**src/rtl/sparse_pkg.sv**
```systemverilog
// Shared types and width helpers for the sparse cluster compactor.
// Included first so every other file can import it.
package sparse_pkg;

  typedef enum logic [1:0] {
    ST_IDLE  = 2'd0,
    ST_SCAN  = 2'd1,
    ST_FLUSH = 2'd2
  } state_e;

  // floor(log2(n))+1, wide enough to hold the value n itself
  function automatic int idx_bits(input int n);
    return $clog2(n + 1);
  endfunction

  function automatic int cnt_bits(input int n);
    return $clog2(n + 1);
  endfunction

endpackage

```
**src/rtl/sparse_cluster_compactor_if.sv**
```systemverilog
// Block-in / beat-out handshake bundle for the sparse cluster compactor.
// The master modport is the traffic side, the slave modport is the compactor.
interface sparse_cluster_compactor_if
  import sparse_pkg::*;
#(
  parameter int BITMASK_LENGTH = 8,
  parameter int ELEMENT_WIDTH  = 16,
  parameter int NUM_OUTPUT     = 2,
  parameter int COUNT_BITWIDTH = cnt_bits(NUM_OUTPUT)
);
  logic                                    in_valid;
  logic                                    in_ready;
  logic [ELEMENT_WIDTH*BITMASK_LENGTH-1:0] in_data;
  logic [BITMASK_LENGTH-1:0]               in_mask;
  logic                                    in_last;
  logic                                    out_valid;
  logic                                    out_ready;
  logic [ELEMENT_WIDTH*NUM_OUTPUT-1:0]     out_data;
  logic [COUNT_BITWIDTH-1:0]               out_count;
  logic                                    out_last;

  modport master (
    output in_valid, in_data, in_mask, in_last, out_ready,
    input  in_ready, out_valid, out_data, out_count, out_last
  );

  modport slave (
    input  in_valid, in_data, in_mask, in_last, out_ready,
    output in_ready, out_valid, out_data, out_count, out_last
  );
endinterface

```
**src/rtl/sparse_extract_window.sv**
```systemverilog
// Picks up to NUM_OUTPUT set-mask elements at or after start_i, oldest
// first, and reports where the next scan must resume.
module sparse_extract_window
  import sparse_pkg::*;
#(
  parameter int BITMASK_LENGTH = 8,
  parameter int ELEMENT_WIDTH  = 16,
  parameter int NUM_OUTPUT     = 2,
  parameter int INDEX_BITWIDTH = idx_bits(BITMASK_LENGTH),
  parameter int COUNT_BITWIDTH = cnt_bits(NUM_OUTPUT)
) (
  input  logic [ELEMENT_WIDTH*BITMASK_LENGTH-1:0] data_i,
  input  logic [BITMASK_LENGTH-1:0]               mask_i,
  input  logic [INDEX_BITWIDTH-1:0]               start_i,
  output logic [ELEMENT_WIDTH*NUM_OUTPUT-1:0]     elems_o,
  output logic [COUNT_BITWIDTH-1:0]               count_o,
  output logic [INDEX_BITWIDTH-1:0]               next_o,
  output logic                                    more_o
);
  localparam int BL = BITMASK_LENGTH;
  localparam int EW = ELEMENT_WIDTH;
  localparam int NO = NUM_OUTPUT;
  localparam int IW = INDEX_BITWIDTH;
  localparam int CW = COUNT_BITWIDTH;

  logic [BL-1:0] sel;
  logic [IW-1:0] rank [BL];
  logic [IW-1:0] cnt;

  // rank[i] is the output lane element i lands in, if selected
  always_comb begin
    sel     = '0;
    cnt     = '0;
    next_o  = start_i;
    elems_o = '0;
    for (int i = 0; i < BL; i++) begin
      rank[i] = cnt;
      sel[i]  = mask_i[i] && (IW'(i) >= start_i);
      if (sel[i]) begin
        if (cnt < IW'(NO)) next_o = IW'(i + 1);
        cnt = cnt + IW'(1);
      end
    end
    for (int k = 0; k < NO; k++) begin
      for (int i = 0; i < BL; i++) begin
        if (sel[i] && rank[i] == IW'(k)) begin
          elems_o[k*EW +: EW] = data_i[i*EW +: EW];
        end
      end
    end
    count_o = (cnt < IW'(NO)) ? CW'(cnt) : CW'(NO);
    more_o  = cnt > IW'(NO);
  end

endmodule

```
**src/rtl/sparse_cluster_compactor.sv**
```systemverilog
// Compacts masked sparse blocks into dense NUM_OUTPUT-wide beats,
// carrying leftovers across blocks until the stream's last block.
module sparse_cluster_compactor
  import sparse_pkg::*;
#(
  parameter int BITMASK_LENGTH = 8,
  parameter int ELEMENT_WIDTH  = 16,
  parameter int NUM_OUTPUT     = 2,
  parameter int INDEX_BITWIDTH = idx_bits(BITMASK_LENGTH),
  parameter int COUNT_BITWIDTH = cnt_bits(NUM_OUTPUT)
) (
  input logic clock,
  input logic reset,
  sparse_cluster_compactor_if.slave bus
);
  localparam int BL = BITMASK_LENGTH;
  localparam int EW = ELEMENT_WIDTH;
  localparam int NO = NUM_OUTPUT;
  localparam int IW = INDEX_BITWIDTH;
  localparam int CW = COUNT_BITWIDTH;
  localparam int RN = 2*NO - 1;
  localparam int RW = $clog2(2*NO);
  localparam logic [RW-1:0] NO_R = RW'(NO);

  state_e             state_q, state_d;
  logic [IW-1:0]      sidx_q, sidx_d;
  logic [BL*EW-1:0]   data_q;
  logic [BL-1:0]      mask_q;
  logic               last_q;
  logic [EW-1:0]      res_q [RN];
  logic [EW-1:0]      res_d [RN];
  logic [RW-1:0]      rcnt_q, rcnt_d, rc_after, wi;
  logic               ov_q, ov_d, ol_q, ol_d;
  logic [NO*EW-1:0]   od_q, od_d;
  logic [CW-1:0]      oc_q, oc_d;
  logic [NO*EW-1:0]   win_elems;
  logic [CW-1:0]      win_cnt;
  logic [IW-1:0]      win_next;
  logic               win_more;
  logic               accept, out_free, pop, scan, flush;

  sparse_extract_window #(
    .BITMASK_LENGTH(BL), .ELEMENT_WIDTH(EW), .NUM_OUTPUT(NO),
    .INDEX_BITWIDTH(IW), .COUNT_BITWIDTH(CW)
  ) u_win (
    .data_i (data_q),
    .mask_i (mask_q),
    .start_i(sidx_q),
    .elems_o(win_elems),
    .count_o(win_cnt),
    .next_o (win_next),
    .more_o (win_more)
  );

  assign bus.in_ready  = (state_q == ST_IDLE);
  assign bus.out_valid = ov_q;
  assign bus.out_data  = od_q;
  assign bus.out_count = oc_q;
  assign bus.out_last  = ol_q;

  assign accept   = bus.in_valid && bus.in_ready;
  assign out_free = !ov_q || bus.out_ready;
  assign pop      = (rcnt_q >= NO_R) && out_free;
  assign rc_after = pop ? rcnt_q - NO_R : rcnt_q;
  assign scan     = (state_q == ST_SCAN) && (rc_after < NO_R);
  assign flush    = (state_q == ST_FLUSH) && (rcnt_q < NO_R) && out_free;

  // pop shifts first, then the scan appends behind what is left
  always_comb begin
    res_d  = res_q;
    rcnt_d = rc_after;
    od_d   = od_q;
    oc_d   = oc_q;
    ol_d   = ol_q;
    ov_d   = ov_q && !bus.out_ready;
    wi     = '0;
    if (pop) begin
      for (int i = 0; i < NO; i++) od_d[i*EW +: EW] = res_q[i];
      for (int i = 0; i < NO - 1; i++) res_d[i] = res_q[i+NO];
      for (int i = NO - 1; i < RN; i++) res_d[i] = '0;
      oc_d = CW'(NO);
      ol_d = 1'b0;
      ov_d = 1'b1;
    end
    if (flush) begin
      for (int i = 0; i < NO; i++) begin
        od_d[i*EW +: EW] = (RW'(i) < rcnt_q) ? res_q[i] : '0;
      end
      for (int i = 0; i < RN; i++) res_d[i] = '0;
      oc_d   = CW'(rcnt_q);
      ol_d   = 1'b1;
      ov_d   = 1'b1;
      rcnt_d = '0;
    end
    if (scan) begin
      for (int j = 0; j < NO; j++) begin
        if (CW'(j) < win_cnt) begin
          wi        = rc_after + RW'(j);
          res_d[wi] = win_elems[j*EW +: EW];
        end
      end
      rcnt_d = rc_after + RW'(win_cnt);
    end
  end

  always_comb begin
    state_d = state_q;
    sidx_d  = sidx_q;
    case (state_q)
      ST_IDLE: begin
        if (accept) begin
          state_d = ST_SCAN;
          sidx_d  = '0;
        end
      end
      ST_SCAN: begin
        if (scan) begin
          sidx_d = win_next;
          if (!win_more) state_d = last_q ? ST_FLUSH : ST_IDLE;
        end
      end
      ST_FLUSH: begin
        if (flush) state_d = ST_IDLE;
      end
      default: state_d = ST_IDLE;
    endcase
  end

  always_ff @(posedge clock or posedge reset) begin
    if (reset) begin
      state_q <= ST_IDLE;
      sidx_q  <= '0;
      data_q  <= '0;
      mask_q  <= '0;
      last_q  <= 1'b0;
      rcnt_q  <= '0;
      ov_q    <= 1'b0;
      od_q    <= '0;
      oc_q    <= '0;
      ol_q    <= 1'b0;
      for (int i = 0; i < RN; i++) res_q[i] <= '0;
    end else begin
      state_q <= state_d;
      sidx_q  <= sidx_d;
      rcnt_q  <= rcnt_d;
      ov_q    <= ov_d;
      od_q    <= od_d;
      oc_q    <= oc_d;
      ol_q    <= ol_d;
      for (int i = 0; i < RN; i++) res_q[i] <= res_d[i];
      if (accept) begin
        data_q <= bus.in_data;
        mask_q <= bus.in_mask;
        last_q <= bus.in_last;
      end
    end
  end

endmodule
```
**src/flat_wrapper.sv**
```systemverilog
// flat-port wrapper written by rule: the top's interface ports become plain ports
module sparse_cluster_compactor_flat import sparse_pkg::*;
#(
  parameter int BITMASK_LENGTH = 8,
  parameter int ELEMENT_WIDTH  = 16,
  parameter int NUM_OUTPUT     = 2,
  parameter int INDEX_BITWIDTH = idx_bits(BITMASK_LENGTH),
  parameter int COUNT_BITWIDTH = cnt_bits(NUM_OUTPUT)
)
  (clock, reset, bus_in_valid, bus_in_data, bus_in_mask, bus_in_last, bus_out_ready, bus_in_ready, bus_out_valid, bus_out_data, bus_out_count, bus_out_last);
  sparse_cluster_compactor_if #(.BITMASK_LENGTH(BITMASK_LENGTH), .ELEMENT_WIDTH(ELEMENT_WIDTH), .NUM_OUTPUT(NUM_OUTPUT), .COUNT_BITWIDTH(COUNT_BITWIDTH)) bus_i ();
  input logic clock;
  input logic reset;
  input wire logic [$bits(bus_i.in_valid)-1:0] bus_in_valid;
  input wire logic [$bits(bus_i.in_data)-1:0] bus_in_data;
  input wire logic [$bits(bus_i.in_mask)-1:0] bus_in_mask;
  input wire logic [$bits(bus_i.in_last)-1:0] bus_in_last;
  input wire logic [$bits(bus_i.out_ready)-1:0] bus_out_ready;
  output wire logic [$bits(bus_i.in_ready)-1:0] bus_in_ready;
  output wire logic [$bits(bus_i.out_valid)-1:0] bus_out_valid;
  output wire logic [$bits(bus_i.out_data)-1:0] bus_out_data;
  output wire logic [$bits(bus_i.out_count)-1:0] bus_out_count;
  output wire logic [$bits(bus_i.out_last)-1:0] bus_out_last;
  assign bus_i.in_valid = bus_in_valid;
  assign bus_i.in_data = bus_in_data;
  assign bus_i.in_mask = bus_in_mask;
  assign bus_i.in_last = bus_in_last;
  assign bus_i.out_ready = bus_out_ready;
  assign bus_in_ready = bus_i.in_ready;
  assign bus_out_valid = bus_i.out_valid;
  assign bus_out_data = bus_i.out_data;
  assign bus_out_count = bus_i.out_count;
  assign bus_out_last = bus_i.out_last;
  sparse_cluster_compactor #(.BITMASK_LENGTH(BITMASK_LENGTH), .ELEMENT_WIDTH(ELEMENT_WIDTH), .NUM_OUTPUT(NUM_OUTPUT), .INDEX_BITWIDTH(INDEX_BITWIDTH), .COUNT_BITWIDTH(COUNT_BITWIDTH)) u_core (.clock(clock), .reset(reset), .bus(bus_i));
endmodule
```
**config.mk**
```make
export PLATFORM = sky130hd
export DESIGN_NAME = sparse_cluster_compactor_flat
export DESIGN_NICKNAME = d
export VERILOG_FILES = /design/src/rtl/sparse_pkg.sv /design/src/rtl/sparse_cluster_compactor_if.sv /design/src/rtl/sparse_extract_window.sv /design/src/rtl/sparse_cluster_compactor.sv /design/src/flat_wrapper.sv
export SDC_FILE = /design/constraint.sdc
export NUM_CORES = 1
export LEC_CHECK = 0
export CAP_MARGIN = 20
export CORE_UTILIZATION = 50
export CTS_BUF_LIST = sky130_fd_sc_hd__clkbuf_4 sky130_fd_sc_hd__clkbuf_8
export CTS_CLUSTER_DIAMETER = 30
export DETAILED_ROUTE_END_ITERATION = 16
export GPL_TIMING_DRIVEN = 0
export HOLD_SLACK_MARGIN = 0.15
export PLACE_DENSITY = 0.78
export SYNTH_ARGS = -nofsm -noshare
export SYNTH_HDL_FRONTEND = slang
export SYNTH_SLANG_ARGS = --single-unit
```
**constraint.sdc**
```tcl
create_clock -name clock -period 20.1 [get_ports clock]
set_input_delay 3.015 -clock clock [delete_from_list [all_inputs] [get_ports clock]]
set_output_delay 3.015 -clock clock [all_outputs]
set_load 0.05 [all_outputs]
```
==> results of run 1 <==
[cells in the mapped netlist, types with 3 or more instances]
master     count  area share
a22o_1        14      0.0095
o211a_1        3      0.0023
o21ai_0       34       0.013
nand3_1       26       0.010
a31oi_1       16      0.0077
o31ai_1       17      0.0098
dfrtp_1      229        0.44
a31o_2         3      0.0020
a21oi_1       44       0.017
nor4_1         4      0.0019
inv_1         30      0.0087
o311ai_0      14      0.0095
nand3b_1      18       0.010
buf_4          5      0.0029
and3_1         3      0.0014
o221ai_1      16       0.011
o211ai_4       3      0.0049
and2_1         6      0.0029
o2bb2ai_1     16       0.011
o21a_1         3      0.0017
or4_1          3      0.0017
buf_2         15      0.0058
xnor2_1        3      0.0020
nor2b_1        6      0.0029
nor3_1        37       0.014
ha_1          19       0.018
mux2i_1       61       0.047
mux2_2        61       0.053
nor2_1        49       0.014
nand2b_1       6      0.0029
buf_1          7      0.0020
nand2_1      570        0.16
o211ai_1      34       0.020
clkbuf_1      73       0.021
[power by group through the flow]
stage / clock, W / combinational (W) / sequential, W
2_1_floorplan: 0 / 0.00149 / 0.000843
3_3_place_gp: 0 / 0.00208 / 0.000787
3_5_place_dp: 0 / 0.00212 / 0.000791
4_1_cts: 0.000601 / 0.00214 / 0.000788
5_1_grt: 0.000623 / 0.00235 / 0.000813
6_report: 0.000595 / 0.00216 / 0.000792
[cell usage in the layout (no fill, tap or decap), types with 16 or more instances in the layout]
master / count
nor3_1: 37
mux2_2: 61
a21oi_1: 44
ha_1: 19
o31ai_1: 17
o211ai_1: 34
o21ai_0: 34
o2bb2ai_1: 16
a31oi_1: 16
dfrtp_1: 229
nand2_1: 570
mux2i_1: 61
clkbuf_8: 62
clkdlybuf4s50_1: 177
inv_1: 29
nand3b_1: 18
clkbuf_1: 73
nor2_1: 49
nand3_1: 26
o221ai_1: 16
[metrics by stage]
stage	power [W]	utilization	cell area, um2	hold slack [ps]	cells
after floorplan	0.00233	-	13000	438	1504
after global placement	0.00286	0.598	15200	463	2011
after detailed placement	0.00291	0.600	15200	466	2012
after CTS	0.00353	0.647	16400	486	2106
after global routing	0.00379	0.647	16400	507	2106
final	0.00355	0.647	16400	482	2106
[layout make-up]
type	instances	area, um2
Fill cell	2130	8940
Multi-Input combinational cell	1141	6680
Sequential cell	229	5730
Timing Repair Buffer	178	1800
Clock buffer	66	883
Buffer	103	440
Tap cell	330	413
Clock inverter	28	315
Inverter	31	126
[kinds of logic (layout without fill, tap and decap cells)]
group,count (synthesis),count (layout),share of synthesized area
simple gates,752,752,0.245
fa+ha+maj,20,20,0.0199
xor+xnor,10,10,0.0121
compound gates,235,235,0.135
mux,124,124,0.103
flops,229,229,0.442
buf+inv,134,406,0.0431
[registers in the layout, indices dropped and copies added (netlist names), 2 cells and up]
name / cells
u_core.state_q: 2
u_core.bus.out_data: 32
u_core.sidx_q: 4
u_core.data_q: 128
u_core.mask_q: 8
u_core.res_q: 48
u_core.rcnt_q: 2
u_core.bus.out_count: 2
[per-layer routing]
metal / routed length, um / up-vias / GRT usage
met2: 18300 / 538 / 0.479
li1: - / 5598 / -
met3: 2760 / 112 / 0.0434
met4: 1560 / 0 / 0.134
met5: 0 / - / 0
met1: 17700 / 5928 / 0.432
[worst max-delay path, delay by kind of cell, from the launching register on]
kind | cells | cell delay (ps)
compound gates | 5 | 830
xor+xnor | 1 | 310
fa+ha+maj | 6 | 1640
buf+inv | 8 | 1960
flops | 1 | 360
mux | 2 | 720
simple gates | 12 | 3060
[worst max path at each step]
stage / end / slack, ps / cells past startpoint
floorplan: u_core.bus.out_count[0]$_DFFE_PP0P_ / 10810 / 1
global placement: u_core.bus.out_data[10]$_DFFE_PP0P_ / 7880 / 2
detailed placement: u_core.res_q[24]$_DFF_PP0_ / 11410 / 34
CTS: u_core.res_q[24]$_DFF_PP0_ / 11330 / 34
global route: u_core.res_q[27]$_DFF_PP0_ / 10530 / 34
finish: u_core.res_q[31]$_DFF_PP0_ / 11070 / 34
==> results.cfg, run 1 <==
[outcome]
status = finished clean

[worst_setup_path]
criticalPathCategory = reg2reg
reg2reg_to = u_core.res_q[31]$_DFF_PP0_
startpoint_type = flop
worstPathRequired_ps = 20570
crit_path_end_kind = flop
cpMaxStageDelayCell = mux2i_1
regToRegStartpoint = u_core.sidx_q[3]$_DFFE_PP0P_
reg2reg_depth = 34
path_max_fanout = 12
crit_start = u_core.sidx_q[3]$_DFFE_PP0P_
worst_ep_arrival_time_ps = 9500
cp_common_cell = ha_1
cpPeakStageDelay_ps = 580
r2r_slack_ps = 11070

[timing]
setup_violations = 0
setup_tns_ps = 0
skew_ps = 19.5
fin_ws_ps = 11070
tightest_slew_ps = 1080
finalMaxSlewViolations = 0
fmax_ghz = 0.111
hold_violations = 0
rsz0062_at_grt = no
finalCritPeriodShare = 0.449
fin_crit_ps = 9030
slew_headroom = 0.277

[cells_and_area]
nets = 1897
antenna_cells = 0
syn_to_final_growth_pct = 26.4
drive_gt1_frac = 0.119

[synthesis]
synth_warnings = 0
yosysUniqueCellTypes = 83
seq_area_frac_synth = 0.442
synth-seq-cells = 229
synth-edff-count = 0
synthFlopType = dfrtp_1
ys_async_sr_fraction = 1.00
syn-cell-area_um2 = 13000
syn_avg_cell_area_um2 = 8.62
netlist_instances = 1504
synth_nets = 1665

[pwr]
power_leakage_nw = 7.80
p_switching_w = 0.00172
power.density_nw_per_um2 = 217
p_sw_frac = 0.484
seqPwrFrac = 0.223
ir_worst_vdd_mv = 0.123
p_int_w = 0.00183
power_frac_comb = 0.609
p_clk_frac = 0.168

[routing]
drt-total-wl_um = 40400
wl_per_cell_um = 19.2
detail-route-antenna-nets = 0
viasPerCell = 5.78
route.vias.total = 12200
drc_errors = 0
drt_iter0_drc = 1095
firstDrtPassIters = 6

[min_path]
hp-start = u_core.res_q[29]$_DFF_PP0_
whs_endpoint = u_core.bus.out_data[29]$_DFFE_PP0P_
worstHoldPathCells = 2
hp-class = reg2reg

[cts]
cts_tree = done
cts-buffers-inserted = 52
clk_pin_slew_ps = 60
postCtsSetupRepairBufs = 0
cts_resized = 0
clockBufferDepth = 3
cts.htree.levels = 2
hold_buffers = 0
cts-root-buf = clkbuf_8
clock-sinks = 229
clk_latency_ps = 590

[die]
die_h_um = 163
pin_count = 178
initial_core_util = 0.512
core_area_um2 = 25300
die_area_um2 = 26600
die_w_um = 163
fp-row-count = 58

[grt]
overflow = 0
antenna_found_initial = 0
grt_pass1_vias = 12000
grt_max_degree = 117
grt_pass1_wl_um = 63700
grt.total_usage = 0.309

[place]
place_congestion = 0.918
dp_hpwl_um = 30200
pre_cts_ws_ps = 11410
io_buffers = 177

[run]
cap_violations = 0
No activity file was read; power rests on OpenSTA's default activity.
==> run 2, diff against run 1 <==
--- a/config.mk
+++ b/config.mk
@@ -12,7 +12,7 @@
 export DETAILED_ROUTE_END_ITERATION = 16
 export GPL_TIMING_DRIVEN = 0
 export HOLD_SLACK_MARGIN = 0.15
-export PLACE_DENSITY = 0.78
+export PLACE_DENSITY = 0.81
 export SYNTH_ARGS = -nofsm -noshare
 export SYNTH_HDL_FRONTEND = slang
 export SYNTH_SLANG_ARGS = --single-unit
==> constraint.sdc (replaced) <==
create_clock -name clock -period 7.55 [get_ports clock]
set_input_delay 1.1325 -clock clock [delete_from_list [all_inputs] [get_ports clock]]
set_output_delay 1.1325 -clock clock [all_outputs]
set_load 0.05 [all_outputs]
==> results.cfg, run 2 (same netlist as run 1, synthesis figures left out) <==
[pwr]
power.total_w = 0.00945
power_leakage_nw = 7.85
ir_worst_vdd_mv = 0.408
power.density_nw_per_um2 = 574

[worst_setup_path]
path_max_fanout = 10
crit_buf_inv = 6
cp_common_cell = ha_1
reg2reg_to = u_core.res_q[30]$_DFF_PP0_
crit_path_end_kind = flop
worstPathRequired_ps = 7990
worst_ep_arrival_time_ps = 7420
startpoint_type = flop
regToRegStartpoint = u_core.sidx_q[3]$_DFFE_PP0P_
reg2reg_depth = 32
r2r_slack_ps = 570
cpMaxStageDelayCell = ha_1
cp_top_family = simple AND/OR/NAND/NOR gates
crit_start = u_core.sidx_q[3]$_DFFE_PP0P_
cpPeakStageDelay_ps = 370
criticalPathCategory = reg2reg

[die]
initial_core_util = 0.512
die_h_um = 163
fp-row-count = 58
die_area_um2 = 26600
core_area_um2 = 25300
pin_count = 178
die_w_um = 163

[cts]
clk_latency_ps = 580
cts.htree.levels = 2
hold_buffers = 0
cts-buffers-inserted = 48
clock-sinks = 229
cts_tree = done
clockBufferDepth = 3
clk_pin_slew_ps = 60
cts-root-buf = clkbuf_8

[place]
dp_hpwl_um = 30100
io_buffers = 177
pre_cts_ws_ps = -946
place_congestion = 0.953

[timing]
skew_ps = 28.3
finalMaxSlewViolations = 0
setup_violations = 0
hold_violations = 0
whs_ps = 488
setup_tns_ps = 0
fin_crit_ps = 6980
fmax_ghz = 0.143
finalCritPeriodShare = 0.925
tightest_slew_ps = 1110
slew_headroom = 0.254
fin_ws_ps = 569

[cells_and_area]
final_common_cell = nand2_1
regMostFlops = u_core.data_q
multi_input_area_um2 = 6730
antenna_cells = 0
drive_gt1_frac = 0.123
final_cell_mix = 570 x nand2_1, 229 x dfrtp_1, 177 x clkdlybuf4s50_1
nets = 1896
largest_reg_flops = 128
regArea_um2 = 5730
n_fill_cell = 2118
syn_to_final_growth_pct = 27.0

[grt]
overflow = 0
grt.total_usage = 0.302
antenna_found_initial = 0
grt_pass1_vias = 11800
grt_max_degree = 135
grt_pass1_wl_um = 62200

[routing]
detail-route-antenna-nets = 0
viasPerCell = 5.70
drt_iter0_drc = 1056
wl_per_cell_um = 18.8
drc_errors = 0
route.vias.total = 12000
firstDrtPassIters = 5
drt-total-wl_um = 39500

[min_path]
worstHoldPathCells = 2
hp-class = reg2reg
whs_endpoint = u_core.mask_q[6]$_DFFE_PP0P_
hp-start = u_core.mask_q[6]$_DFFE_PP0P_

[outcome]
status = finished clean

[run]
cap_violations = 0
[run 2: changes by cell type in the layout (fill, tap and decap cells not counted), moves of 2 or more]
cell        delta
inv_6          +2
inv_8          -2
clkbuf_1       -4
buf_4          +5
clkbuf_4       +7
buf_2          -2
bufinv_16      +2
clkbuf_8       -5
clkinvlp_4     -5
[run 2: final cells by class]
class / count / share of cell area
tap: 330 / 0.0251
buffer: 100 / 0.0264
clock buffer: 66 / 0.0517
sequential: 229 / 0.348
clock inverter: 23 / 0.0194
multi-input combinational: 1141 / 0.408
inverter: 31 / 0.00790
timing repair buffer: 184 / 0.113
[run 2: repair_timing]
action	CTS	global route
pin swaps	1	0
endpoints found under the setup margin	52	52
buffers inserted	2	3
resized for setup	7	8
[run 2: where the power goes]
part / total [W] / switching [W] / internal, W
combinational: 0.00576 / 0.00353 / 0.00223
sequential: 0.00212 / 0.000382 / 0.00174
clock: 0.00157 / 0.000592 / 0.000982
total: 0.00945 / 0.00451 / 0.00495
[run 2: metal layers]
| metal | GRT usage | wire length [um] |
|---|---|---|
| met5 | 0 | 0 |
| met1 | 0.424 | 17700 |
| met4 | 0.121 | 1400 |
| met3 | 0.0429 | 2460 |
| met2 | 0.470 | 18000 |
[run 2: worst max-delay path by stage]
stage	to	slack, ps	depth (start not counted)
after floorplan	u_core.bus.out_count[0]$_DFFE_PP0P_	140	1
after global placement	u_core.bus.out_data[13]$_DFFE_PP0P_	-2670	2
after detailed placement	u_core.res_q[27]$_DFF_PP0_	-950	34
after global routing	u_core.res_q[27]$_DFF_PP0_	-20	32
after CTS	u_core.res_q[27]$_DFF_PP0_	2	33
final	u_core.res_q[30]$_DFF_PP0_	570	32
[run 2: worst reg2reg max path, delay by kind of cell (launching register included)]
family / cells / cell delay, ps
flops: 1 / 350
xor+xnor: 1 / 250
simple gates: 11 / 2400
buf+inv: 6 / 960
fa+ha+maj: 6 / 1530
compound gates: 6 / 1030
mux: 2 / 350
[run 2: per-stage QoR]
step / util / area (um2) / instances
floorplan: - / 13000 / 1504
global placement: 0.598 / 15200 / 2011
detailed placement: 0.601 / 15200 / 2013
CTS: 0.649 / 16400 / 2103
global route: 0.650 / 16500 / 2104
finish: 0.650 / 16500 / 2104
==> run 3, diff against run 2 <==
==> constraint.sdc (replaced) <==
create_clock -name clock -period 7.55 [get_ports clock]
set_input_delay 1.1325 -clock clock [delete_from_list [all_inputs] [get_ports clock]]
set_output_delay 1.1325 -clock clock [all_outputs]
set_load 0.01 [all_outputs]
==> results of run 3 <==
The final DEF is identical to that of run 2. Status: finished clean.
Main changes from that run: total power 0.00945 W -> 0.00922 W
